==> src/rtl/imem_loader_pkg.sv <==
// Shared types and helpers for the instruction-memory program loader.
package imem_loader_pkg;

  typedef enum logic [2:0] {
    IDLE,
    LEN_LO,
    LEN_HI,
    DATA,
    WRITE,
    DONE,
    ERR
  } state_t;

  localparam int LEN_BYTES = 2;

  function automatic int bytes_per_word(input int data_width);
    return data_width / 8;
  endfunction

endpackage

==> src/rtl/imem_loader_if.sv <==
// Byte-stream input, instruction-memory write port and status of the loader.
interface imem_loader_if #(
  parameter int ADDR_WIDTH = 10,
  parameter int DATA_WIDTH = 32
) ();
  logic                  start;
  logic                  in_valid;
  logic [7:0]            in_data;
  logic                  in_ready;
  logic                  imem_we;
  logic [ADDR_WIDTH-1:0] imem_addr;
  logic [DATA_WIDTH-1:0] imem_write_data;
  logic                  cpu_hold;
  logic                  busy;
  logic                  done;
  logic                  error;

  modport master (
    input  start, in_valid, in_data,
    output in_ready, imem_we, imem_addr, imem_write_data,
    output cpu_hold, busy, done, error
  );

  modport slave (
    output start, in_valid, in_data,
    input  in_ready, imem_we, imem_addr, imem_write_data,
    input  cpu_hold, busy, done, error
  );
endinterface

==> src/rtl/imem_loader_byte_packer.sv <==
// Assembles little-endian bytes into a word; word_next already contains the byte being loaded.
module imem_loader_byte_packer
  import imem_loader_pkg::*;
#(
  parameter int DATA_WIDTH = 32
) (
  input  logic                  clk,
  input  logic                  rst,
  input  logic                  clear,
  input  logic                  load_byte,
  input  logic [7:0]            byte_in,
  output logic [DATA_WIDTH-1:0] word_next,
  output logic                  word_full
);
  localparam int BPW  = bytes_per_word(DATA_WIDTH);
  localparam int IDXW = (BPW > 1) ? $clog2(BPW) : 1;
  localparam logic [IDXW-1:0] LAST = IDXW'(BPW - 1);

  logic [DATA_WIDTH-1:0] lanes;
  logic [IDXW-1:0]       byte_idx;

  always_comb begin
    word_next = lanes;
    if (load_byte) word_next[{byte_idx, 3'b000} +: 8] = byte_in;
  end

  assign word_full = load_byte && (byte_idx == LAST);

  always_ff @(posedge clk or posedge rst) begin
    if (rst) begin
      lanes    <= '0;
      byte_idx <= '0;
    end else if (clear) begin
      lanes    <= '0;
      byte_idx <= '0;
    end else if (load_byte) begin
      lanes    <= word_next;
      byte_idx <= word_full ? '0 : byte_idx + IDXW'(1);
    end
  end
endmodule

==> src/rtl/imem_loader.sv <==
// Length-prefixed byte-stream loader: writes N words to imem from address 0, holding the CPU meanwhile.
module imem_loader
  import imem_loader_pkg::*;
#(
  parameter int ADDR_WIDTH = 10,
  parameter int DATA_WIDTH = 32
) (
  input logic          clk,
  input logic          rst,
  imem_loader_if.master bus
);
  localparam logic [16:0] MAX_WORDS = 17'd1 << ADDR_WIDTH;

  state_t                  state;
  logic [LEN_BYTES*8-1:0]  len;
  logic [ADDR_WIDTH:0]     word_idx;
  logic                    we_q;
  logic [ADDR_WIDTH-1:0]   addr_q;
  logic [DATA_WIDTH-1:0]   wdata_q;

  logic                    xfer;
  logic                    load_byte;
  logic                    word_full;
  logic [DATA_WIDTH-1:0]   word_next;
  logic [LEN_BYTES*8-1:0]  len_next;
  logic [16:0]             word_cnt_next;

  // Handshake and status come from registered state only.
  assign bus.in_ready = (state == LEN_LO) || (state == LEN_HI) || (state == DATA);
  assign bus.busy     = (state == LEN_LO) || (state == LEN_HI) || (state == DATA) || (state == WRITE);
  assign bus.cpu_hold = bus.busy || (state == ERR);
  assign bus.done     = (state == DONE);
  assign bus.error    = (state == ERR);

  assign bus.imem_we         = we_q;
  assign bus.imem_addr       = addr_q;
  assign bus.imem_write_data = wdata_q;

  assign xfer          = bus.in_valid && bus.in_ready;
  assign load_byte     = xfer && (state == DATA);
  assign len_next      = {bus.in_data, len[7:0]};
  assign word_cnt_next = 17'(word_idx) + 17'd1;

  imem_loader_byte_packer #(.DATA_WIDTH(DATA_WIDTH)) u_packer (
    .clk       (clk),
    .rst       (rst),
    .clear     (state == LEN_HI),
    .load_byte (load_byte),
    .byte_in   (bus.in_data),
    .word_next (word_next),
    .word_full (word_full)
  );

  always_ff @(posedge clk or posedge rst) begin
    if (rst) begin
      state    <= IDLE;
      len      <= '0;
      word_idx <= '0;
      we_q     <= 1'b0;
      addr_q   <= '0;
      wdata_q  <= '0;
    end else begin
      we_q <= 1'b0;
      case (state)
        IDLE, DONE, ERR: if (bus.start) state <= LEN_LO;
        LEN_LO: if (xfer) begin
          len[7:0] <= bus.in_data;
          state    <= LEN_HI;
        end
        LEN_HI: if (xfer) begin
          len[15:8] <= bus.in_data;
          word_idx  <= '0;
          if (len_next == '0)                 state <= DONE;
          else if (17'(len_next) > MAX_WORDS) state <= ERR;
          else                                state <= DATA;
        end
        // Capture the completed word as it is accepted so WRITE drives it immediately.
        DATA: if (word_full) begin
          we_q    <= 1'b1;
          addr_q  <= word_idx[ADDR_WIDTH-1:0];
          wdata_q <= word_next;
          state   <= WRITE;
        end
        WRITE: begin
          word_idx <= word_idx + 1'b1;
          state    <= (word_cnt_next == 17'(len)) ? DONE : DATA;
        end
        default: state <= IDLE;
      endcase
    end
  end
endmodule

==> src/flat_wrapper.sv <==
// flat-port wrapper written by rule: the top's interface ports become plain ports
module imem_loader_flat import imem_loader_pkg::*;
#(
  parameter int ADDR_WIDTH = 10,
  parameter int DATA_WIDTH = 32
)
  (clk, rst, bus_start, bus_in_valid, bus_in_data, bus_in_ready, bus_imem_we, bus_imem_addr, bus_imem_write_data, bus_cpu_hold, bus_busy, bus_done, bus_error);
  imem_loader_if #(.ADDR_WIDTH(ADDR_WIDTH), .DATA_WIDTH(DATA_WIDTH)) bus_i ();
  input logic clk;
  input logic rst;
  input wire logic [$bits(bus_i.start)-1:0] bus_start;
  input wire logic [$bits(bus_i.in_valid)-1:0] bus_in_valid;
  input wire logic [$bits(bus_i.in_data)-1:0] bus_in_data;
  output wire logic [$bits(bus_i.in_ready)-1:0] bus_in_ready;
  output wire logic [$bits(bus_i.imem_we)-1:0] bus_imem_we;
  output wire logic [$bits(bus_i.imem_addr)-1:0] bus_imem_addr;
  output wire logic [$bits(bus_i.imem_write_data)-1:0] bus_imem_write_data;
  output wire logic [$bits(bus_i.cpu_hold)-1:0] bus_cpu_hold;
  output wire logic [$bits(bus_i.busy)-1:0] bus_busy;
  output wire logic [$bits(bus_i.done)-1:0] bus_done;
  output wire logic [$bits(bus_i.error)-1:0] bus_error;
  assign bus_i.start = bus_start;
  assign bus_i.in_valid = bus_in_valid;
  assign bus_i.in_data = bus_in_data;
  assign bus_in_ready = bus_i.in_ready;
  assign bus_imem_we = bus_i.imem_we;
  assign bus_imem_addr = bus_i.imem_addr;
  assign bus_imem_write_data = bus_i.imem_write_data;
  assign bus_cpu_hold = bus_i.cpu_hold;
  assign bus_busy = bus_i.busy;
  assign bus_done = bus_i.done;
  assign bus_error = bus_i.error;
  imem_loader #(.ADDR_WIDTH(ADDR_WIDTH), .DATA_WIDTH(DATA_WIDTH)) u_core (.clk(clk), .rst(rst), .bus(bus_i));
endmodule
==> config.mk <==
export PLATFORM = sky130hd
export DESIGN_NAME = imem_loader_flat
export DESIGN_NICKNAME = d
export VERILOG_FILES = /design/src/rtl/imem_loader_pkg.sv /design/src/rtl/imem_loader_if.sv /design/src/rtl/imem_loader_byte_packer.sv /design/src/rtl/imem_loader.sv /design/src/flat_wrapper.sv
export SDC_FILE = /design/constraint.sdc
export NUM_CORES = 1
export LEC_CHECK = 0
export BUFFER_PORTS_ARGS = -buffer_cell sky130_fd_sc_hd__buf_2
export CAP_MARGIN = 20
export CORE_MARGIN = 8
export CORE_UTILIZATION = 50
export CTS_BUF_LIST = sky130_fd_sc_hd__clkbuf_16
export DETAILED_ROUTE_END_ITERATION = 12
export PLACE_DENSITY = 0.75
export SLEW_MARGIN = 20
export SYNTH_ARGS = -nofsm -noshare
export SYNTH_HDL_FRONTEND = slang
export SYNTH_SLANG_ARGS = --single-unit
export TNS_END_PERCENT = 100
==> constraint.sdc <==
create_clock -name clk -period 4 [get_ports clk]
set_clock_uncertainty 0.15 [all_clocks]
set_input_delay 0.2 -clock clk [delete_from_list [all_inputs] [get_ports clk]]
set_output_delay 0.2 -clock clk [all_outputs]
set_load 0.1 [all_outputs]
==> results.py <==
metrics = {
    "sta": {
        "rsz0062_at_grt": "no",
        "min_period_ps": 2700,
        "setup_violations": 0,
        "worst_slew_pin_slew_ps": 935,
        "tns_ps": 0,
        "max_freq_ghz": 0.371,
        "timing.final.crit_share_pct": 67.4,
        "drv_slew": 0,
        "hold_ws_ps": 90.9,
        "hold_viol_final": 0,
        "slew-limit-headroom_pct": 37.5,
    },
    "global_route": {
        "grt_max_degree": 63,
        "grt_pass1_wl_um": 18000,
        "antenna_found_initial": 0,
        "grt_util_all_layers_pct": 17.7,
        "grt_pass1_vias": 3430,
        "gr-total-overflow": 0,
    },
    "die": {
        "die_y_um": 113,
        "die_w_um": 113,
        "core_sq_um": 9240,
        "ios": 60,
        "die-area_sq_um": 12800,
        "start_util_pct": 51.3,
        "num_rows": 35,
    },
    "logic_synthesis": {
        "synth_edf_count": 0,
        "synth_area_leader_cell": "dfrtp_1",
        "async_flop_share_pct": 100,
        "synth.most_common_cell": "dfrtp_1",
        "ys_top_cells_by_count": "99 x dfrtp_1, 50 x nand2_1, 40 x o21ai_0",
        "ys_seq_area_share_pct": 52.3,
        "synthTopCellsByArea": "dfrtp_1 52%, a22o_1 6.1%, mux2_2 5.9%",
        "yosysTopAreaCellShare_pct": 52.3,
        "syn_area_sq_um": 4740,
        "synth_flop_cell": "dfrtp_1",
        "postSynthCellCount": 430,
        "synth_seq_cells": 99,
        "synthesis.nets": 448,
        "synthDistinctLibCells": 49,
        "synth_area_per_cell_sq_um": 11.0,
        "yosys_warnings": 0,
    },
    "clock_tree": {
        "cts_root_buffer": "clkbuf_16",
        "cts_tree": "done",
        "hold_buffers": 1,
        "clock-sinks": 99,
        "ctsLongestPathBuffers": 2,
        "post_cts_resized": 0,
        "clk_latency_ps": 340,
        "cts_buffers": 9,
        "clkTransAtPathRegs_ps": 70,
        "h-tree-depth": 3,
        "cts_setup_buffers": 0,
    },
    "setup_path": {
        "start_kind": "flop",
        "r2r_end": "u_core.bus.imem_write_data[24]$_DFFE_PP0P_",
        "crit_chain": "and2b_1 > and3_4 > nand2_2 > nor4_4 > a22o_1",
        "r2r_slack_ps": 1300,
        "worstPathMaxFanout": 36,
        "end_kind": "flop",
        "r2r_start": "u_core.state[2]$_DFFE_PP0P_",
        "worstPathRequired_ps": 4130,
        "cp_top_family": "simple AND/OR/NAND/NOR gates",
        "crit_slowest_cell": "dfrtp_1",
        "crit_buf_inv": 0,
        "worstSetupPathType": "reg2reg",
        "cp.arrival_ps": 2820,
        "cp_slowest_stage_delay_ps": 540,
        "rr_worst_depth": 5,
    },
    "finish": {
        "fin_nets": 490,
        "drive_above_1_share_pct": 23.5,
        "area_growth_pct": 11.9,
        "diodes": 0,
        "final_cells": 606,
        "fill_cells": 793,
        "fin_area_sq_um": 5300,
    },
    "routing": {
        "routed_wl_um": 10900,
        "dr.pass1.iters": 5,
        "drc": 0,
        "wl_per_cell_um": 18.0,
        "drtIter0Drc": 163,
        "ant_nets": 0,
        "via_per_inst": 5.73,
        "vias": 3473,
    },
    "hold_path": {
        "hold_end": "u_core.u_packer.byte_idx[1]$_DFFE_PP0P_",
        "hold_class": "in2reg",
        "whs_path_depth": 3,
        "hp-start": "bus_in_valid",
    },
    "placed_design": {
        "io_buffers": 59,
        "dp.cells": 589,
        "gp_congestion": 0.909,
        "dp_hpwl_um": 7400,
        "placed_area_sq_um": 5030,
    },
    "pwr": {
        "p_leak_nw": 2.46,
        "p_sw_share_pct": 41.9,
        "ir_drop_uv": 270,
        "powerDensity_nw_per_um2": 645,
        "p_switching_mw": 1.43,
        "clkPwrFrac_pct": 22.6,
        "combPwrFrac_pct": 37.4,
        "p_seq_share_pct": 39.9,
        "internal_power_mw": 1.99,
    },
    "run": {
        "cap_violations": 0,
    },
    "run_status": {
        "outcome": "complete, no violations",
    },
}
## cell type report
| type | instances | area [sq um] | area share, % |
|---|---|---|---|
| tap | 129 | 161 | 3.04 |
| timing repair buffer | 63 | 328 | 6.18 |
| clock inverter | 7 | 36.3 | 0.684 |
| sequential | 99 | 2480 | 46.7 |
| clock buffer | 9 | 225 | 4.25 |
| multi-input combinational | 292 | 2050 | 38.6 |
| inverter | 7 | 28.8 | 0.543 |
## worst max-delay path by stage
stage                     depth (start not counted)  slack, ps                                         end                   startpoint
after CTS                                         5       1290  u_core.bus.imem_write_data[27]$_DFFE_PP0P_  u_core.state[2]$_DFFE_PP0P_
after global placement                            5       1370  u_core.bus.imem_write_data[28]$_DFFE_PP0P_  u_core.state[2]$_DFFE_PP0P_
final                                             5       1300  u_core.bus.imem_write_data[24]$_DFFE_PP0P_  u_core.state[2]$_DFFE_PP0P_
after detailed placement                          5       1290  u_core.bus.imem_write_data[24]$_DFFE_PP0P_  u_core.state[2]$_DFFE_PP0P_
after floorplan                                   2        730                                    bus_done  u_core.state[2]$_DFFE_PP0P_
after global routing                              6       1100  u_core.bus.imem_write_data[19]$_DFFE_PP0P_  u_core.state[2]$_DFFE_PP0P_
## per-layer routing
layer / share of wire [%] / global-route usage (%)
met2: 47 / 28.1
met1: 44 / 22.6
met4: 3.2 / 8.70
met5: 0 / 0
met3: 5.0 / 3.83
## power by group through the flow
| stage | Combinational (mW) | Sequential (mW) | Clock, mW |
|---|---|---|---|
| after floorplan | 0.970 | 1.48 | 0 |
| after global placement | 1.25 | 1.37 | 0 |
| after detailed placement | 1.27 | 1.38 | 0 |
| after CTS | 1.28 | 1.36 | 0.788 |
| after global routing | 1.37 | 1.39 | 0.826 |
| final | 1.28 | 1.37 | 0.775 |
## logic make-up (layout without fill, tap and decap cells)
group	Yosys count	in the layout	share of synthesized area, %
compound gates	124	124	18.1
xor+xnor	16	16	2.96
fa+ha+maj	6	6	1.58
buf+inv	39	86	4.54
flops	99	99	52.3
mux	25	25	5.94
simple gates	121	121	14.6
## stage by stage
stage	utilization, %	worst slack [ps]	power [mW]
after floorplan	-	735	2.45
after global placement	54.4	1370	2.62
after detailed placement	54.4	1290	2.65
after CTS	57.4	1290	3.43
after global routing	57.4	1100	3.59
final	57.4	1300	3.42
## layout by cell type (no fill, tap or decap), types with 4 or more instances in the layout
cell        n
ha_1        6
o21ai_0    40
o21ai_1     6
o31ai_1     5
xnor2_1    10
nand4_1     4
nor3_1      8
buf_2      59
a22o_1     33
dfrtp_1    99
clkbuf_16   9
nand3_1     5
xor2_1      6
mux2_2     25
nor2b_1     5
inv_1       7
nor2_1     21
a22oi_1    24
a21oi_1     4
nor4_1      4
nand2_1    50
## worst reg2reg max path, delay by kind of cell, from the launching register on
family	cells	cell delay [ps]
AND/OR/NAND/NOR	4	1730
AO/OA/AOI/OAI	1	210
flip-flops	1	540
## flip-flops by register name, summed over array words and instances, names as in the netlist
signal,flops
u_core.len,16
u_core.bus.imem_addr,10
u_core.bus.imem_we,1
u_core.state,3
u_core.u_packer.lanes,24
u_core.u_packer.byte_idx,2
u_core.bus.imem_write_data,32
u_core.word_idx,11
(Power assumes the default switching activity.)
